`src/rtl/uart_pkg.sv`:
```
// Shared UART definitions: transmit FSM state encoding and line levels.
// Intended for reuse by both the TX and RX engines.
package uart_pkg;

  typedef enum logic [2:0] {
    IDLE   = 3'd0,
    FETCH  = 3'd1,
    LATCH  = 3'd2,
    START  = 3'd3,
    DATA   = 3'd4,
    PARITY = 3'd5,
    STOP   = 3'd6
  } tx_state_t;

  localparam logic UART_IDLE_LEVEL  = 1'b1;
  localparam logic UART_START_LEVEL = 1'b0;

endpackage

```
`src/rtl/uart_bit_timer.sv`:
```
// Loadable down-counter that times one serial bit; tick is high while the count is zero.
module uart_bit_timer
  import uart_pkg::*;
#(
  parameter int unsigned DIV_WIDTH = 16
) (
  input  logic                 i_clk,
  input  logic                 i_reset_n_w,
  input  logic                 i_load_w,
  input  logic [DIV_WIDTH-1:0] i_value_w,
  output logic                 o_tick_w
);

  logic [DIV_WIDTH-1:0] count_q;
  logic [DIV_WIDTH-1:0] count_d;

  always_comb begin
    count_d = count_q;
    if (i_load_w) begin
      count_d = i_value_w;
    end else if (count_q != '0) begin
      count_d = count_q - 1'b1;
    end
  end

  always_ff @(posedge i_clk) begin
    if (!i_reset_n_w) begin
      count_q <= '0;
    end else begin
      count_q <= count_d;
    end
  end

  assign o_tick_w = (count_q == '0);

endmodule

```
`src/rtl/uart_tx_engine.sv`:
```
// UART transmitter: pops the TX fifo and serialises each byte LSB first as 8N1.
// Define UART_TX_PARITY_EN to insert an even parity bit between data and stop.
module uart_tx_engine
  import uart_pkg::*;
#(
  parameter int unsigned DATA_WIDTH = 8,
  parameter int unsigned DIV_WIDTH  = 16
) (
  input  logic                  i_clk,
  input  logic                  i_reset_n_w,
  input  logic                  i_tx_en_w,
  input  logic [DIV_WIDTH-1:0]  i_baud_div_w,
  input  logic [DATA_WIDTH-1:0] i_fifo_data_w,
  input  logic                  i_fifo_empty_w,
  output logic                  o_fifo_read_w,
  output logic                  o_tx_w,
  output logic                  o_busy_w
);

  localparam int unsigned BIT_CNT_W = $clog2(DATA_WIDTH + 1);
  localparam logic [BIT_CNT_W-1:0] LAST_BIT = BIT_CNT_W'(DATA_WIDTH - 1);

  tx_state_t             state_q, state_d;
  logic [DATA_WIDTH-1:0] shift_q, shift_d;
  logic [DIV_WIDTH-1:0]  div_q, div_d;
  logic [BIT_CNT_W-1:0]  bit_cnt_q, bit_cnt_d;
  logic                  tx_q, tx_d;
  logic                  read_q, read_d;
  logic                  busy_q, busy_d;
`ifdef UART_TX_PARITY_EN
  logic                  parity_q, parity_d;
`endif

  logic                  start_ok;
  logic                  tick;
  logic                  timer_load;
  logic [DIV_WIDTH-1:0]  timer_value;

  uart_bit_timer #(
    .DIV_WIDTH(DIV_WIDTH)
  ) u_bit_timer (
    .i_clk       (i_clk),
    .i_reset_n_w (i_reset_n_w),
    .i_load_w    (timer_load),
    .i_value_w   (timer_value),
    .o_tick_w    (tick)
  );

  assign start_ok = i_tx_en_w && !i_fifo_empty_w;

  always_comb begin
    state_d     = state_q;
    shift_d     = shift_q;
    div_d       = div_q;
    bit_cnt_d   = bit_cnt_q;
    timer_load  = 1'b0;
    timer_value = div_q - 1'b1;
`ifdef UART_TX_PARITY_EN
    parity_d    = parity_q;
`endif

    case (state_q)
      IDLE: begin
        if (start_ok) state_d = FETCH;
      end
      FETCH: begin
        state_d = LATCH;
      end
      LATCH: begin
        shift_d     = i_fifo_data_w;
        div_d       = (i_baud_div_w == '0) ? DIV_WIDTH'(1) : i_baud_div_w;
        timer_load  = 1'b1;
        timer_value = div_d - 1'b1;
`ifdef UART_TX_PARITY_EN
        parity_d    = ^i_fifo_data_w;
`endif
        state_d     = START;
      end
      START: begin
        if (tick) begin
          state_d    = DATA;
          bit_cnt_d  = '0;
          timer_load = 1'b1;
        end
      end
      DATA: begin
        if (tick) begin
          timer_load = 1'b1;
          if (bit_cnt_q == LAST_BIT) begin
`ifdef UART_TX_PARITY_EN
            state_d = PARITY;
`else
            state_d = STOP;
`endif
          end else begin
            shift_d   = shift_q >> 1;
            bit_cnt_d = bit_cnt_q + 1'b1;
          end
        end
      end
`ifdef UART_TX_PARITY_EN
      PARITY: begin
        if (tick) begin
          state_d    = STOP;
          timer_load = 1'b1;
        end
      end
`endif
      STOP: begin
        if (tick) state_d = start_ok ? FETCH : IDLE;
      end
      default: begin
        state_d = IDLE;
      end
    endcase

    // Outputs are registered from the next state so the line level lines up with the state.
    read_d = (state_d == FETCH);
    busy_d = (state_d != IDLE);
    case (state_d)
      START:   tx_d = UART_START_LEVEL;
      DATA:    tx_d = shift_d[0];
`ifdef UART_TX_PARITY_EN
      PARITY:  tx_d = parity_q;
`endif
      default: tx_d = UART_IDLE_LEVEL;
    endcase
  end

  always_ff @(posedge i_clk) begin
    if (!i_reset_n_w) begin
      state_q   <= IDLE;
      shift_q   <= '0;
      div_q     <= '0;
      bit_cnt_q <= '0;
      tx_q      <= UART_IDLE_LEVEL;
      read_q    <= 1'b0;
      busy_q    <= 1'b0;
`ifdef UART_TX_PARITY_EN
      parity_q  <= 1'b0;
`endif
    end else begin
      state_q   <= state_d;
      shift_q   <= shift_d;
      div_q     <= div_d;
      bit_cnt_q <= bit_cnt_d;
      tx_q      <= tx_d;
      read_q    <= read_d;
      busy_q    <= busy_d;
`ifdef UART_TX_PARITY_EN
      parity_q  <= parity_d;
`endif
    end
  end

  assign o_fifo_read_w = read_q;
  assign o_tx_w        = tx_q;
  assign o_busy_w      = busy_q;

endmodule

```
`config.mk`:
```
export PLATFORM = sky130hd
export DESIGN_NAME = uart_tx_engine
export DESIGN_NICKNAME = d
export VERILOG_FILES = /design/src/rtl/uart_pkg.sv /design/src/rtl/uart_bit_timer.sv /design/src/rtl/uart_tx_engine.sv
export SDC_FILE = /design/constraint.sdc
export NUM_CORES = 1
export LEC_CHECK = 0
export ABC_CLOCK_PERIOD_IN_PS = 8650
export CORE_UTILIZATION = 59
export DETAILED_ROUTE_END_ITERATION = 6
export DONT_BUFFER_PORTS = 1
export GPL_TIMING_DRIVEN = 1
export MAX_ROUTING_LAYER = met4
export PLACE_DENSITY_LB_ADDON = 0.3
export SLEW_MARGIN = 10
export SYNTH_ARGS = -nofsm -noshare
export SYNTH_HDL_FRONTEND = slang
export SYNTH_SLANG_ARGS = --single-unit
```
`constraint.sdc`:
```
create_clock -name i_clk -period 8.65 [get_ports i_clk]
set_input_delay 1.2975 -clock i_clk [delete_from_list [all_inputs] [get_ports i_clk]]
set_output_delay 1.2975 -clock i_clk [all_outputs]
set_load 0.05 [all_outputs]
```
==> reports/results.tsv <==
stage	metric	value	unit
routing	avgViaCountPerCell	6.34	
clock_tree	clk_path_buf_depth	2	
hold_path	worstHoldPathCells	2	
final_layout	fillers	360	
synthesis	syn_area	2720	um2
hold_path	hold_class	reg -> reg	
clock_tree	numCtsBuffers	5	
timing	max_freq	0.259	GHz
synthesis	yosysUniqueCellTypes	65	
placement	hpwl	4560	um
timing	finalSetupViolCount	0	
placement	routabilityCongestion	0.913	
setup_path	cp.required	8.91	ns
setup_path	reg2reg_from	u_bit_timer.count_q[1]$_SDFFE_PN0P_	
routing	wl	6260	um
synthesis	synth-main-ff-cell	dfxtp_1	
timing	rsz0062_at_grt	false	
clock_tree	cts-htree-levels	2	
final_layout	diodes	0	
outcome	run_status	finished clean	
setup_path	rrSetupSlack	4.79	ns
placement	io_buffers	0	
synthesis	ys_ff_latch	50	
routing	vias	2322	
clock_tree	hold_buffers	0	
timing	finalCritPeriodShare	44.7	%
timing	fin_skew	0.00707	ns
global_routing	grt_max_degree	34	
hold_path	holdPathEnd	shift_q[6]$_SDFFE_PN0P_	
synthesis	postSynthAreaPerCell	8.44	um2
power_and_ir_drop	leakagePower	1.01	nW
timing	tightest_slew	0.687	ns
final_layout	areaGrowthSynthToFinish	3.78	%
timing	period_needed	3.86	ns
routing	drtIter0Drc	263	
synthesis	yosysSeqAreaShare	36.8	%
setup_path	worstRegToRegCells	9	
setup_path	r2r_end	u_bit_timer.count_q[12]$_SDFFE_PN0P_	
power_and_ir_drop	vdd_ir_drop_max	0.103	mV
global_routing	antenna_found_initial	0	
die	ios	31	
synthesis	syn_nets	352	
global_routing	grt_pass1_wl	10700	um
clock_tree	clock-root-buffer	clkbuf_8	
setup_path	arrival	4.12	ns
routing	antenna_left	0	
final_layout	fin_nets	343	
routing	drcViolationCount	0	
synthesis	synth_warnings	0	
synthesis	synthCells	322	
setup_path	worstSetupPathType	reg -> reg	
timing	slew_violations	0	
synthesis	postSynth.asyncResetShare	0	%
hold_path	holdCritStartpoint	shift_q[6]$_SDFFE_PN0P_	
die	fp.dieW	69.9	um
clock_tree	clkTransAtPathRegs	0.09	ns
clock_tree	cts_setup_buffers	0	
die	die-height	69.9	um
clock_tree	cts_tree	done	
die	row_count	24	
flow_run	cap_violations	0	
routing	dr.pass1.iters	5	
global_routing	track_usage	28.3	%
die	dieArea	4880	um2
routing	wire_per_inst	17.1	um
die	initial_utilization	62.0	%
synthesis	synth_edf_count	0	
power_and_ir_drop	power.density	296	nW/um2
setup_path	cp-end-kind	register	
global_routing	first_global_vias	2250	
global_routing	grt-ovfl-total	0	
final_layout	layout-drive-gt1-share	9.24	%
clock_tree	clk_latency	0.31	ns
clock_tree	cts_sinks	50	
timing	finalHoldViolCount	0	
die	core_region_area	4380	um2
timing	setup_tns	0	ns
final_layout	postLayoutCoreUtil	64.3	%
setup_path	cp-start-kind	register	
timing	slew_headroom	54.2	%
setup_path	crit_fanout	32	
clock_tree	cts-resized-gates	0	
==> Yosys cell counts, types with 3 or more instances <==
| master | instances | area (um2) |
|---|---|---|
| nand2_1 | 53 | 199 |
| o221ai_1 | 3 | 26.3 |
| nand4_1 | 5 | 31.3 |
| or4_1 | 4 | 30.0 |
| clkbuf_1 | 11 | 41.3 |
| nand2b_1 | 5 | 31.3 |
| a21boi_0 | 14 | 105 |
| a22oi_1 | 6 | 45.0 |
| nor4_1 | 5 | 31.3 |
| buf_6 | 3 | 33.8 |
| nor2b_1 | 10 | 62.6 |
| o211ai_1 | 4 | 30.0 |
| dfxtp_1 | 50 | 1000 |
| and2_1 | 6 | 37.5 |
| mux2i_1 | 13 | 130 |
| xor2_1 | 4 | 35.0 |
| nand3_1 | 8 | 40.0 |
| a21oi_1 | 15 | 75.1 |
| nor2_1 | 26 | 97.6 |
| buf_2 | 3 | 15.0 |
| nor3_1 | 5 | 25.0 |
| or3_1 | 6 | 37.5 |
| o21ai_0 | 10 | 50.1 |
==> report_power, final <==
part	switching [mW]	internal (mW)	total, mW
registers	0.0364	0.273	0.309
logic	0.218	0.150	0.368
clock network	0.0765	0.0808	0.157
total	0.331	0.504	0.834
==> kinds of logic (layout without fill, tap and decap cells) <==
| logic type | count (synthesis) | count (layout) | synth area share [%] |
|---|---|---|---|
| flip-flops | 50 | 50 | 36.8 |
| AO/OA/AOI/OAI | 81 | 81 | 22.4 |
| AND/OR/NAND/NOR | 149 | 149 | 28.7 |
| multiplexers | 15 | 15 | 5.62 |
| adder cells (fa/ha/maj) | 3 | 3 | 1.29 |
| buffers and inverters | 19 | 11 | 3.59 |
| XOR/XNOR | 5 | 5 | 1.61 |
==> registers in the layout, indices dropped and copies added, names as in the netlist <==
register,count
bit_cnt_q,4
div_q,16
o_busy_w,1
o_fifo_read_w,1
o_tx_w,1
shift_q,8
state_q,3
u_bit_timer.count_q,16
==> worst max-delay path, cell delays in order, from the launching register on <==
cell      delay (ns)
dfxtp_1         0.33
or4_1           0.54
nor3_2          0.57
a31o_2          0.71
mux2i_1         0.35
ha_1            0.22
a21boi_2        0.27
nand4_2         0.21
or4_1           0.55
nand2_1         0.07
==> metal layers <==
| metal | share of wire [%] | routed length [um] | global-route usage, % |
|---|---|---|---|
| met1 | 46 | 2880 | 39.7 |
| met2 | 45 | 2820 | 40.7 |
| met3 | 7.6 | 475 | 6.20 |
| met4 | 1.4 | 87 | 9.33 |
| met5 | 0 | 0 | - |
==> worst max-delay path by stage <==
stage                                                    from                                   end  slack, ns  cells past startpoint
final                     u_bit_timer.count_q[1]$_SDFFE_PN0P_  u_bit_timer.count_q[12]$_SDFFE_PN0P_       4.79                      9
after global routing      u_bit_timer.count_q[1]$_SDFFE_PN0P_  u_bit_timer.count_q[12]$_SDFFE_PN0P_       4.46                      9
after CTS                 u_bit_timer.count_q[1]$_SDFFE_PN0P_  u_bit_timer.count_q[12]$_SDFFE_PN0P_       4.78                      9
after detailed placement  u_bit_timer.count_q[1]$_SDFFE_PN0P_  u_bit_timer.count_q[12]$_SDFFE_PN0P_       4.82                      9
after global placement    u_bit_timer.count_q[1]$_SDFFE_PN0P_  u_bit_timer.count_q[12]$_SDFFE_PN0P_       4.98                      9
after floorplan                               i_baud_div_w[4]  u_bit_timer.count_q[12]$_SDFFE_PN0P_       5.47                      7
==> placed cells by master (no fill, tap or decap), types with 5 or more instances in the layout <==
| cell type | netlist | routed |
|---|---|---|
| and2_1 | 6 | 6 |
| nor4_1 | 5 | 5 |
| nand2b_1 | 5 | 5 |
| dfxtp_1 | 50 | 50 |
| or3_1 | 6 | 6 |
| nand4_1 | 5 | 5 |
| nor3_1 | 5 | 5 |
| mux2i_1 | 13 | 13 |
| a22oi_1 | 6 | 6 |
| clkbuf_8 | 0 | 8 |
| nand3_1 | 8 | 8 |
| a21oi_1 | 15 | 15 |
| nand2_1 | 53 | 53 |
| o21ai_0 | 10 | 10 |
| a21boi_0 | 14 | 14 |
| nor2_1 | 26 | 26 |
| nor2b_1 | 10 | 10 |
==> layout make-up <==
cell class                 instances  area (um2)  area share [%]
clock buffer                       8         110            3.91
multi-input combinational        253        1620            57.6
tap                               52        65.1            2.31
timing repair buffer               2        15.0           0.533
sequential                        50        1000            35.5
inverter                           1        3.75           0.133
==> through the flow <==
stage                     total power, mW  area, um2  setup WS [ns]  cells  hold WS, ns
after floorplan                     0.611       2720           5.47    322        0.438
after global placement              0.662       2710           4.98    358        0.452
after detailed placement            0.674       2710           4.82    358        0.457
after CTS                           0.832       2820           4.78    366        0.471
after global routing                0.889       2820           4.46    366        0.487
final                               0.834       2820           4.79    366        0.468
No activity file was read; power rests on OpenSTA's default activity.
